==> src/rtl/jvm_insn_parser.sv <==
// Streaming JVM bytecode parser: one byte in per handshake, one assembled instruction,
// switch header or jump-table entry out per handshake.
module jvm_insn_parser #(
  parameter int unsigned MAX_OPERANDS = 12,
  parameter int unsigned PC_W         = 16
) (
  input  logic                                 clk,
  input  logic                                 rst,
  input  logic                                 flush,
  input  logic [PC_W-1:0]                      flush_pc,
  input  logic                                 in_valid,
  output logic                                 in_ready,
  input  logic [7:0]                           in_byte,
  output logic                                 op_valid,
  input  logic                                 op_ready,
  output logic [7:0]                           op_opcode,
  output logic [8*MAX_OPERANDS-1:0]            op_operands,
  output logic [$clog2(MAX_OPERANDS+1)-1:0]    op_count,
  output logic [PC_W-1:0]                      op_pc,
  output logic                                 op_wide,
  output logic [1:0]                           op_kind,
  output logic                                 op_err
);

  localparam int unsigned CW = $clog2(MAX_OPERANDS + 1);

  localparam logic [7:0] OpWide   = 8'hC4;
  localparam logic [7:0] OpTable  = 8'hAA;
  localparam logic [7:0] OpLookup = 8'hAB;

  localparam logic [1:0] KindInsn  = 2'd0;
  localparam logic [1:0] KindHdr   = 2'd1;
  localparam logic [1:0] KindEntry = 2'd2;

  typedef enum logic [2:0] {
    StOpc, StWideOpc, StPad, StOper, StEmit, StTbl, StTemit
  } state_e;

  function automatic logic [3:0] norm_len(input logic [7:0] opc);
    case (opc) inside
      8'h10, 8'h12, [8'h15:8'h19], [8'h36:8'h3A], 8'hA9, 8'hBC: norm_len = 4'd1;
      8'h11, 8'h13, 8'h14, 8'h84, [8'h99:8'hA8], [8'hB2:8'hB8], 8'hBB, 8'hBD,
      8'hC0, 8'hC1, 8'hC6, 8'hC7:                                norm_len = 4'd2;
      8'hC5:                                                     norm_len = 4'd3;
      8'hB9, 8'hBA, 8'hC8, 8'hC9:                                norm_len = 4'd4;
      default:                                                   norm_len = 4'd0;
    endcase
  endfunction

  // Zero means the opcode may not follow a wide prefix.
  function automatic logic [3:0] wide_len(input logic [7:0] opc);
    case (opc) inside
      8'h84:                                     wide_len = 4'd4;
      [8'h15:8'h19], [8'h36:8'h3A], 8'hA9:       wide_len = 4'd2;
      default:                                   wide_len = 4'd0;
    endcase
  endfunction

  function automatic logic [31:0] be32(input logic [8*MAX_OPERANDS-1:0] v,
                                       input int unsigned k);
    be32 = {v[8*k +: 8], v[8*(k+1) +: 8], v[8*(k+2) +: 8], v[8*(k+3) +: 8]};
  endfunction

  state_e                      state_q;
  logic [PC_W-1:0]             pc_q;
  logic [PC_W-1:0]             insn_pc_q;
  logic [7:0]                  opc_q;
  logic                        wide_q;
  logic [1:0]                  kind_q;
  logic [CW-1:0]               len_q;
  logic [CW-1:0]               cnt_q;
  logic [1:0]                  pad_q;
  logic [8*MAX_OPERANDS-1:0]   buf_q;
  logic [31:0]                 entries_q;

  logic                        accept;
  logic [CW-1:0]               cnt_inc;
  logic [8*MAX_OPERANDS-1:0]   buf_ins;
  logic [3:0]                  nlen;
  logic [3:0]                  wlen;
  logic                        is_switch;
  logic signed [31:0]          hdr_entries;

  logic                        em_go;
  logic [7:0]                  em_opcode;
  logic [8*MAX_OPERANDS-1:0]   em_ops;
  logic [CW-1:0]               em_count;
  logic [PC_W-1:0]             em_pc;
  logic                        em_wide;
  logic [1:0]                  em_kind;
  logic                        em_err;

  assign in_ready  = !rst && (state_q inside {StOpc, StWideOpc, StPad, StOper, StTbl});
  assign accept    = in_valid && in_ready;
  assign cnt_inc   = cnt_q + CW'(1);
  assign nlen      = norm_len(in_byte);
  assign wlen      = wide_len(in_byte);
  assign is_switch = (in_byte == OpTable) || (in_byte == OpLookup);

  // Entry count of the switch header currently being presented.
  assign hdr_entries = (op_opcode == OpTable) ?
                       (be32(op_operands, 8) - be32(op_operands, 4) + 32'd1) :
                       be32(op_operands, 4);

  always_comb begin
    buf_ins = buf_q;
    for (int i = 0; i < int'(MAX_OPERANDS); i++) begin
      if (cnt_q == CW'(i)) buf_ins[8*i +: 8] = in_byte;
    end
  end

  // Beat to load when the current byte completes something.
  always_comb begin
    em_go     = 1'b0;
    em_opcode = opc_q;
    em_ops    = buf_ins;
    em_count  = len_q;
    em_pc     = insn_pc_q;
    em_wide   = wide_q;
    em_kind   = kind_q;
    em_err    = 1'b0;
    if (accept) begin
      unique case (state_q)
        StOpc: begin
          if (in_byte != OpWide && !is_switch && nlen == 4'd0) begin
            em_go     = 1'b1;
            em_opcode = in_byte;
            em_ops    = '0;
            em_count  = '0;
            em_pc     = pc_q;
            em_wide   = 1'b0;
            em_kind   = KindInsn;
          end
        end
        StWideOpc: begin
          if (wlen == 4'd0) begin
            em_go     = 1'b1;
            em_opcode = in_byte;
            em_ops    = '0;
            em_count  = '0;
            em_err    = 1'b1;
          end
        end
        StOper, StTbl: em_go = (cnt_inc == len_q);
        default: ;
      endcase
    end
  end

  always_ff @(posedge clk or posedge rst) begin
    if (rst) begin
      state_q     <= StOpc;
      pc_q        <= '0;
      insn_pc_q   <= '0;
      opc_q       <= '0;
      wide_q      <= 1'b0;
      kind_q      <= KindInsn;
      len_q       <= '0;
      cnt_q       <= '0;
      pad_q       <= '0;
      buf_q       <= '0;
      entries_q   <= '0;
      op_valid    <= 1'b0;
      op_opcode   <= '0;
      op_operands <= '0;
      op_count    <= '0;
      op_pc       <= '0;
      op_wide     <= 1'b0;
      op_kind     <= KindInsn;
      op_err      <= 1'b0;
    end else if (flush) begin
      state_q  <= StOpc;
      pc_q     <= flush_pc;
      op_valid <= 1'b0;
      cnt_q    <= '0;
      buf_q    <= '0;
    end else begin
      if (accept) pc_q <= pc_q + PC_W'(1);
      unique case (state_q)
        StOpc: begin
          if (accept) begin
            insn_pc_q <= pc_q;
            opc_q     <= in_byte;
            wide_q    <= 1'b0;
            kind_q    <= KindInsn;
            cnt_q     <= '0;
            buf_q     <= '0;
            if (in_byte == OpWide) begin
              wide_q  <= 1'b1;
              state_q <= StWideOpc;
            end else if (is_switch) begin
              kind_q  <= KindHdr;
              len_q   <= (in_byte == OpTable) ? CW'(12) : CW'(8);
              // Header is 4-byte aligned: pad = (-(pc+1)) mod 4.
              pad_q   <= ~pc_q[1:0];
              state_q <= (pc_q[1:0] == 2'b11) ? StOper : StPad;
            end else begin
              len_q   <= CW'(nlen);
              state_q <= StOper;
            end
          end
        end
        StWideOpc: begin
          if (accept) begin
            opc_q   <= in_byte;
            len_q   <= CW'(wlen);
            state_q <= StOper;
          end
        end
        StPad: begin
          if (accept) begin
            pad_q <= pad_q - 2'd1;
            if (pad_q == 2'd1) state_q <= StOper;
          end
        end
        StOper, StTbl: begin
          if (accept) begin
            buf_q <= buf_ins;
            cnt_q <= cnt_inc;
          end
        end
        StEmit: begin
          if (op_ready) begin
            op_valid <= 1'b0;
            cnt_q    <= '0;
            buf_q    <= '0;
            if (kind_q == KindHdr && hdr_entries > 32'sd0) begin
              entries_q <= hdr_entries;
              kind_q    <= KindEntry;
              len_q     <= (opc_q == OpTable) ? CW'(4) : CW'(8);
              state_q   <= StTbl;
            end else begin
              state_q <= StOpc;
            end
          end
        end
        StTemit: begin
          if (op_ready) begin
            op_valid  <= 1'b0;
            cnt_q     <= '0;
            buf_q     <= '0;
            entries_q <= entries_q - 32'd1;
            state_q   <= (entries_q != 32'd1) ? StTbl : StOpc;
          end
        end
        default: state_q <= StOpc;
      endcase
      if (em_go) begin
        op_valid    <= 1'b1;
        op_opcode   <= em_opcode;
        op_operands <= em_ops;
        op_count    <= em_count;
        op_pc       <= em_pc;
        op_wide     <= em_wide;
        op_kind     <= em_kind;
        op_err      <= em_err;
        state_q     <= (state_q == StTbl) ? StTemit : StEmit;
      end
    end
  end

endmodule
==> config.mk <==
export PLATFORM = sky130hd
export DESIGN_NAME = jvm_insn_parser
export DESIGN_NICKNAME = d
export VERILOG_FILES = /design/src/rtl/jvm_insn_parser.sv
export SDC_FILE = /design/constraint.sdc
export NUM_CORES = 1
export LEC_CHECK = 0
export BUFFER_PORTS_ARGS = -buffer_cell sky130_fd_sc_hd__buf_4
export CAP_MARGIN = 10
export CORE_MARGIN = 1.5
export CORE_UTILIZATION = 55
export CTS_CLUSTER_DIAMETER = 50
export CTS_CLUSTER_SIZE = 25
export DETAILED_ROUTE_END_ITERATION = 7
export PLACE_DENSITY = 0.72
export SETUP_SLACK_MARGIN = 0.15
export SLEW_MARGIN = 5
export SYNTH_ARGS = -nofsm -noshare
export SYNTH_HDL_FRONTEND = slang
export SYNTH_SLANG_ARGS = --single-unit
==> constraint.sdc <==
create_clock -name clk -period 16.35 [get_ports clk]
set_input_delay 4.0875 -clock clk [delete_from_list [all_inputs] [get_ports clk]]
set_output_delay 4.0875 -clock clk [all_outputs]
set_load 0.02 [all_outputs]
# Word level (Yosys, flattened, before mapping)
# Cells that the tools add are included.
[op_classes]
n_bitwise = 2
div_mod_pow = 0
n_eq_ne = 65
n_shift = 0
n_lt_le_gt_ge = 9
n_reduce_logical = 42
n_mul = 0
mux = 102
add_sub_neg = 6
[ops]
columns = ["operator", "n"]
rows = [
  ["2-to-1 mux 96 bit", 7],
  ["one-hot mux 96 bit (3 select lines)", 1],
  ["one-hot mux 96 bit (2 select lines)", 1],
  ["== test 8 bit (second input constant)", 19],
  ["2-to-1 mux 32 bit", 4],
  ["2-to-1 mux 8 bit", 15],
  ["2-to-1 mux 16 bit", 5],
  ["2-to-1 mux 4 bit", 16],
  ["one-hot mux 32 bit (2 select lines)", 1],
  ["2-to-1 mux 3 bit", 14],
  ["== test 8 x 5 -> 1 bit (second input constant)", 5],
  ["adder 32 x 1 -> 32 bit (second input constant)", 1],
  ["> comparator 32 x 1 -> 1 bit (second input constant)", 1],
  ["inequality test 32 x 1 -> 1 bit (second input constant)", 1],
  ["subtractor 32 x 1 -> 32 bit (second input constant)", 1],
  ["subtractor 32 bit", 1],
  ["2-to-1 mux 2 bit", 13],
  ["one-hot mux 4 bit (3 select lines)", 2],
  ["inequality test 4 bit (second input constant)", 5],
  ["one-hot mux 3 bit (6 select lines)", 1],
  ["2-to-1 mux 1 bit", 17],
  ["adder 16 x 1 -> 16 bit (second input constant)", 1],
  ["== test 4 x 3 -> 1 bit (second input constant)", 4],
  ["== test 4 bit (second input constant)", 4],
  ["47 further kinds", 86],
]
[word_totals]
output_inout_bits = 130
reg_bits = 313
n_memories = 0
ramBits = 0
mem_bits_ro = 0
latch_bits = 0

# Logic depth before layout (Yosys ltp)
# Gate-level depths: netlist (run 1).
[depth]
ltp_word = 13
mapped_depth = 18
ltp_nobuf = 16

# Least setup slack after synthesis (run 1)
# OpenSTA, ideal clock, no wires.
[synth_path]
kind = "input port to output port"
from = "input rst"
to = "output in_ready"
path_stages = 1
setup_slack_ps = 7779
path_buffers = 0
arrival_time_ps = 4483
path_cell_list = "a21oi_1"
[synth_via]
elab_chain_cells = 2
[synth_rtl]
columns = ["item", "line", "rtl"]
rows = [
  ["start: declaration", "8", "input logic rst,"],
  ["zero test 1 bit (no line)", "--", ""],
  ["logical AND 1 bit", "93", "assign in_ready = !rst && (state_q inside {StOpc, StWideOpc, StPad, StOper, StTbl});"],
  ["end: declaration", "12", "output logic in_ready,"],
]
# No other way between the ends.

# Worst setup path after layout (run 1)
[layout_path]
from = "input in_byte[4]"
to = "register op_opcode[0]"
[layout_via]
elab_chain_cells = 12
[layout_rtl]
columns = ["item", "line", "rtl"]
rows = [
  ["start: declaration", "13", "input logic [7:0] in_byte,"],
  ["branches (longest 12 deep; another with >= comparator 8 bit)", "--", ""],
  ["end signal: assignment", "250", "op_opcode <= em_opcode;"],
  ["end: declaration", "16", "output logic [7:0] op_opcode,"],
]
# Parallel ways; which one is timed is not known.
# A chain may end at the register's enable or synchronous reset.

==> results of run 1 <==
path summary, 6_finish.rpt:
check	to	slack (ps)	cells past startpoint
min	op_operands[31]	480	2
min reg2reg	op_operands[31]	480	2
max	op_opcode[0]	7650	13
min in group asynchronous	op_pc[8]	3650	2
max in group asynchronous	op_operands[66]	10380	4
max reg2reg	len_q[1]	10760	15
layer usage:
metal,GRT usage,vias up,routed length [um]
met5,0,-,0
met4,0.107,0,1750
met3,0.0397,104,2910
met2,0.458,513,22300
met1,0.437,7301,23000
li1,-,6924,-
critical path: stages:
cell and delay, ps:
buf_4 330, or3b_2 500, or4_1 430, a21oi_1 150, a211oi_1 100, and4b_1 270, nand3_1 90, buf_4 330
and2_1 260, nand2b_4 600, buf_4 670, buf_4 840, o21ai_0 230
power by group through the flow:
stage	clock [mW]	combinational, mW	sequential, mW
2_1_floorplan	0	0.379	0.991
3_3_place_gp	0	0.617	0.957
3_5_place_dp	0	0.629	0.959
4_1_cts	0.823	0.632	0.947
5_1_grt	0.857	0.695	0.959
6_report	0.812	0.635	0.949
registers in the layout, indices dropped and copies added (netlist names), 2 cells and up:
signal and cells:
buf_q 96, kind_q 2, op_operands 96, op_opcode 8
cnt_q 4, op_kind 2, opc_q 8, insn_pc_q 16
pc_q 16, op_count 4, entries_q 32, op_pc 16
state_q 3, len_q 4, pad_q 2
cells by family after synthesis:
family	count (synthesis)	share of synthesized area
compound gates	561	0.217
xor+xnor	39	0.0192
buf+inv	202	0.0500
flops	313	0.441
simple gates	515	0.134
mux	153	0.0886
fa+ha+maj	70	0.0498
cell usage in the layout, fill, tap and decap left out, types with 10 or more instances in the layout:
cell type  instances
dfrtp_1          313
nand2_1          260
buf_4            173
mux2i_1          126
a21oi_1          110
o31ai_1          109
a22o_1           108
o21ai_0          105
nor2_1            78
ha_1              69
inv_1             65
clkbuf_16         35
nand3_1           26
mux2_2            25
xor2_1            25
nor3_1            23
nand4_1           21
or3_1             18
nor4_1            15
o21ai_1           15
xnor2_1           14
o22ai_1           12
a21o_1            10
o21a_1            10
layout make-up:
type | instances | area [um^2]
clock buffer | 37 | 903
sequential | 313 | 7830
inverter | 66 | 255
clock inverter | 22 | 275
tap | 402 | 503
fill | 2637 | 11500
multi-input combinational | 1338 | 9060
timing repair buffer | 173 | 1300
==> results_dict.tcl, run 1 <==
set metrics [dict create \
    startpoint "in_byte[4]" \
    drt_total_wl_um 49900 \
    fin_setup_tns_ps 0 \
    synthDistinctLibCells 84 \
    max-slew-margin-rel 0.289 \
    gp_congestion 0.949 \
    hold_viol 0 \
    synth_top_cell_area_share 0.441 \
    drc 0 \
    fmax_achieved_ghz 0.115 \
    via_per_inst 6.31 \
    slew_viol_final 0 \
    cts.clk_slew.worst_paths_ps 70 \
    setup_repair_after_global_routing_missed_its_margin "no" \
    power_internal_mw 1.57 \
    nets 2025 \
    critPathArrivalTime_ps 9060 \
    max_buffers_root_to_sink 3 \
    wl_per_cell_um 21.2 \
    worstMarginPinSlew_ps 1070 \
    hold_path_class "reg -> reg" \
    synth.cell_area_um2 17800 \
    buffer_ports.inserted 158 \
    fin_skew_ps 36.3 \
    path_class "in -> reg" \
    io-pin-count 159 \
    critical_path_peak_fanout 114 \
    postLayoutSetupSlackWorst_ps 7650 \
    pre_cts_slack_ps 7140 \
    synth_sequential_area_ratio 0.441 \
    postRouteAntennaNets 0 \
    post-synth-top-area-cell "dfrtp_1" \
    netSwitchingPower_uw 822 \
    number_of_levels_the_h_tree_was_split_into 2 \
    seqPwrFrac 0.396 \
    syn_inst 1853 \
    timing.critical_path.to_type "register" \
    hold_slack_ps 480 \
    total_power_mw 2.40 \
    post_route_cells_drive_above_1_share 0.146 \
    detailedRoute.firstIterationViolations 1035 \
    fp-row-count 65 \
    root_cell_of_the_clock_tree "clkbuf_16" \
    grt_max_degree 115 \
    grt_pass1_wl_um 78700 \
    min_period_over_period 0.532 \
    hold_start "op_operands[31]" \
    number_of_global_route_vias_before_repair 14200 \
    netlist_top_cells_count "313 x dfrtp_1, 260 x nand2_1, 126 x mux2i_1, 110 x a21oi_1, 109 x o31ai_1" \
    synth_edf_count 0 \
    synth_top_cells_by_area "dfrtp_1 44%, mux2i_1 7.1%, nand2_1 5.5%, a22o_1 5.3%, ha_1 4.9%" \
    cts_tree "done" \
    grt_antenna_before_repair 0 \
    cts.hold.buffers_added 0 \
    grt_util_all_layers 0.299 \
    power.combinational.fraction 0.265 \
    layout.cell_area.non_filler_um2 20100 \
    via_count 14800 \
    coreArea_um2 31600 \
    area.growth.synth_to_final_pct 13.4 \
    horizontal_die_dimension_um 183 \
    die_area_um2 33400 \
    powerDensity_nw_per_um2 119 \
    fin_cells 2351 \
    startpoint_type "primary input" \
    synth_seq_cells 313 \
    setup_viol 0 \
    cts_made_buffers 34 \
    worst_endpoint_required_time_ps 16710 \
    most_used_flip_flop_cell_after_synthesis "dfrtp_1" \
    cts_post_setup_buffers_inserted 0 \
    swShare 0.343 \
    floorplan.initialDensity 0.561 \
    library_cell_with_the_highest_instance_count_after_synthesis "dfrtp_1" \
    synth.avg_cell_area_um2 9.58 \
    period_minus_slack_ps 8700 \
    r2r-start "op_operands[57]" \
    placement.cell_area_um2 18900 \
    share_clk_of_total_power 0.339 \
    grt_overflow 0 \
    async_flop_share 1.00 \
    clkSinkCount 313 \
    ctsResizeCount 0 \
    timing.max_cap.violations 0 \
    hpwl_um 34800 \
    synth_warnings 0 \
    1st_pass_router_iterations 8 \
    power_leakage_nw 9.62 \
    fp.dieH_um 183 \
    insertedDiodeCount 0 \
    ir_drop_v 0.0000875 \
    place.detailed.instances 2292 \
    worstSkewPairLatency_ps 530 \
    post-route-util 0.636 \
    run_status "finished clean" \
    syn-num-nets 1952 \
]
No activity file was read; power rests on OpenSTA's default activity.
==> inputs of run 2 (changes only) <==
PLACE_DENSITY = 0.75   (was 0.72)
clock period = 7.4 ns   (was 16.35 ns; I/O delays follow)
==> run 2 against run 1 <==
  * Core utilization fell by 0.41 points
  * Combinational power rose by 120%
  * Critical endpoint is now entries_q[15]
  * Setup slack got worse by 5700 ps
  * Non-clock buffer count rose by 1
  * Flip-flop and latch count did not move
  * Routed wire length barely moved
  * Largest power group unchanged
  * Worst hold slack improved by 0.62 ps
  * Largest cell class unchanged
  * Design area fell by 0.64%
  * Die area did not move
  * Critical path depth rose by 2
==> results_dict.tcl, run 2 (synthesis results as in run 1) <==
set metrics [dict create \
    coreArea_um2 31600 \
    detailedRoute.firstIterationViolations 1379 \
    root_cell_of_the_clock_tree "clkbuf_16" \
    grt_max_degree 142 \
    drc 0 \
    hold_path_class "reg -> reg" \
    biggestRegsByFlops "buf_q: 96 flops, op_operands: 96 flops, entries_q: 32 flops" \
    power_leakage_nw 9.54 \
    slew_viol_final 0 \
    startpoint_type "register" \
    worst_endpoint_required_time_ps 7820 \
    min_period_over_period 0.736 \
    ctsResizeCount 0 \
    wl_per_cell_um 21.3 \
    nets 2022 \
    area.growth.synth_to_final_pct 12.7 \
    cts_post_setup_buffers_inserted 0 \
    insertedDiodeCount 0 \
    via_count 15000 \
    postRouteAntennaNets 0 \
    floorplan.initialDensity 0.561 \
    max_buffers_root_to_sink 3 \
    grt_util_all_layers 0.301 \
    hold_viol 0 \
    path_class "reg -> reg" \
    worstSkewPairLatency_ps 590 \
    fp.dieH_um 183 \
    io-pin-count 159 \
    reg_to_reg_end "entries_q[15]" \
    min_path_cells 2 \
    setup_repair_after_global_routing_missed_its_margin "no" \
    clkSinkCount 313 \
    cts_made_buffers 30 \
    r2r_setup_slack_ps 1960 \
    hpwl_um 34400 \
    horizontal_die_dimension_um 183 \
    grt_overflow 0 \
    ir_drop_v 0.000197 \
    gp_congestion 0.939 \
    r2r-start "op_operands[58]" \
    ff2ff_path_depth 15 \
    worstMarginPinSlew_ps 1210 \
    setup_viol 0 \
    via_per_inst 6.37 \
    layout.cells.most_common "dfrtp_1" \
    fin_cells 2348 \
    powerDensity_nw_per_um2 254 \
    number_of_global_route_vias_before_repair 14500 \
    timing.critical_path.to_type "register" \
    critical_path_peak_fanout 64 \
    fmax_achieved_ghz 0.184 \
    fin_setup_tns_ps 0 \
    top_library_cells_by_usage_in_the_layout_fill_and_taps_aside "313 x dfrtp_1, 260 x nand2_1, 172 x buf_4" \
    hold_start "op_operands[30]" \
    max-slew-margin-rel 0.192 \
    cts.clk_slew.worst_paths_ps 70 \
    min_to "op_operands[30]" \
    die_area_um2 33400 \
    cts.hold.buffers_added 0 \
    critPathArrivalTime_ps 5860 \
    1st_pass_router_iterations 7 \
    number_of_levels_the_h_tree_was_split_into 1 \
    fp-row-count 65 \
    run_status "finished clean" \
    place.detailed.instances 2293 \
    timing.max_cap.violations 0 \
    grt_pass1_wl_um 79500 \
    cts_tree "done" \
    drt_total_wl_um 49900 \
    fin_skew_ps 30.1 \
    post_route_cells_drive_above_1_share 0.145 \
    grt_antenna_before_repair 0 \
    period_minus_slack_ps 5440 \
    buffer_ports.inserted 158 \
]
## run 2: worst max path at each step
stage	from	endpoint	slack, ps	cells after the start
floorplan	rst	buf_q[0]	1380	1
global placement	in_byte[4]	op_operands[22]	1500	12
detailed placement	in_byte[4]	op_operands[16]	1370	12
CTS	in_byte[4]	op_operands[14]	2000	12
global route	op_operands[58]	entries_q[27]	1630	15
finish	op_operands[58]	entries_q[15]	1960	15
## run 2: metrics by stage
step	cell area (um^2)	power [mW]	worst slack, ps	hold slack, ps	utilization
final	20000	5.07	1960	481	0.632
after floorplan	17800	3.03	1380	464	-
after global placement	19000	3.47	1500	465	0.600
after detailed placement	19000	3.50	1370	467	0.600
after CTS	20000	5.07	2000	484	0.632
after global routing	20000	5.32	1630	504	0.632
## run 2: layout make-up
class | instances | area [um^2]
clock inverters | 23 | 243
well taps | 402 | 503
multi-input cells | 1338 | 9060
repair buffers | 174 | 1330
inverters | 66 | 251
flip-flops and latches | 313 | 7830
fillers | 2588 | 11600
clock buffers | 32 | 778
## run 2: critical path, stage by stage, from the launching register on
cell and delay [ps]:
dfrtp_1 490, inv_1 100, ha_1 340, ha_1 300
a21o_1 140, nand4_1 280, a2111oi_0 1020, nor3_1 200
o2111ai_1 280, nand3_1 240, a2111oi_1 520, nand4_1 400
o211a_1 340, buf_4 310, a21oi_1 260, a21oi_1 60
## run 2: power by group
group	internal [mW]	switching, mW
Clock	0.831	0.745
Sequential	1.91	0.185
Combinational	0.541	0.858
## run 2: per-layer routing
metal,track usage,vias to the layer above,part of all wire
li1,-,6939,-
met1,0.418,7318,0.43
met2,0.472,583,0.46
met3,0.0597,121,0.076
met4,0.100,0,0.032
met5,0,-,0
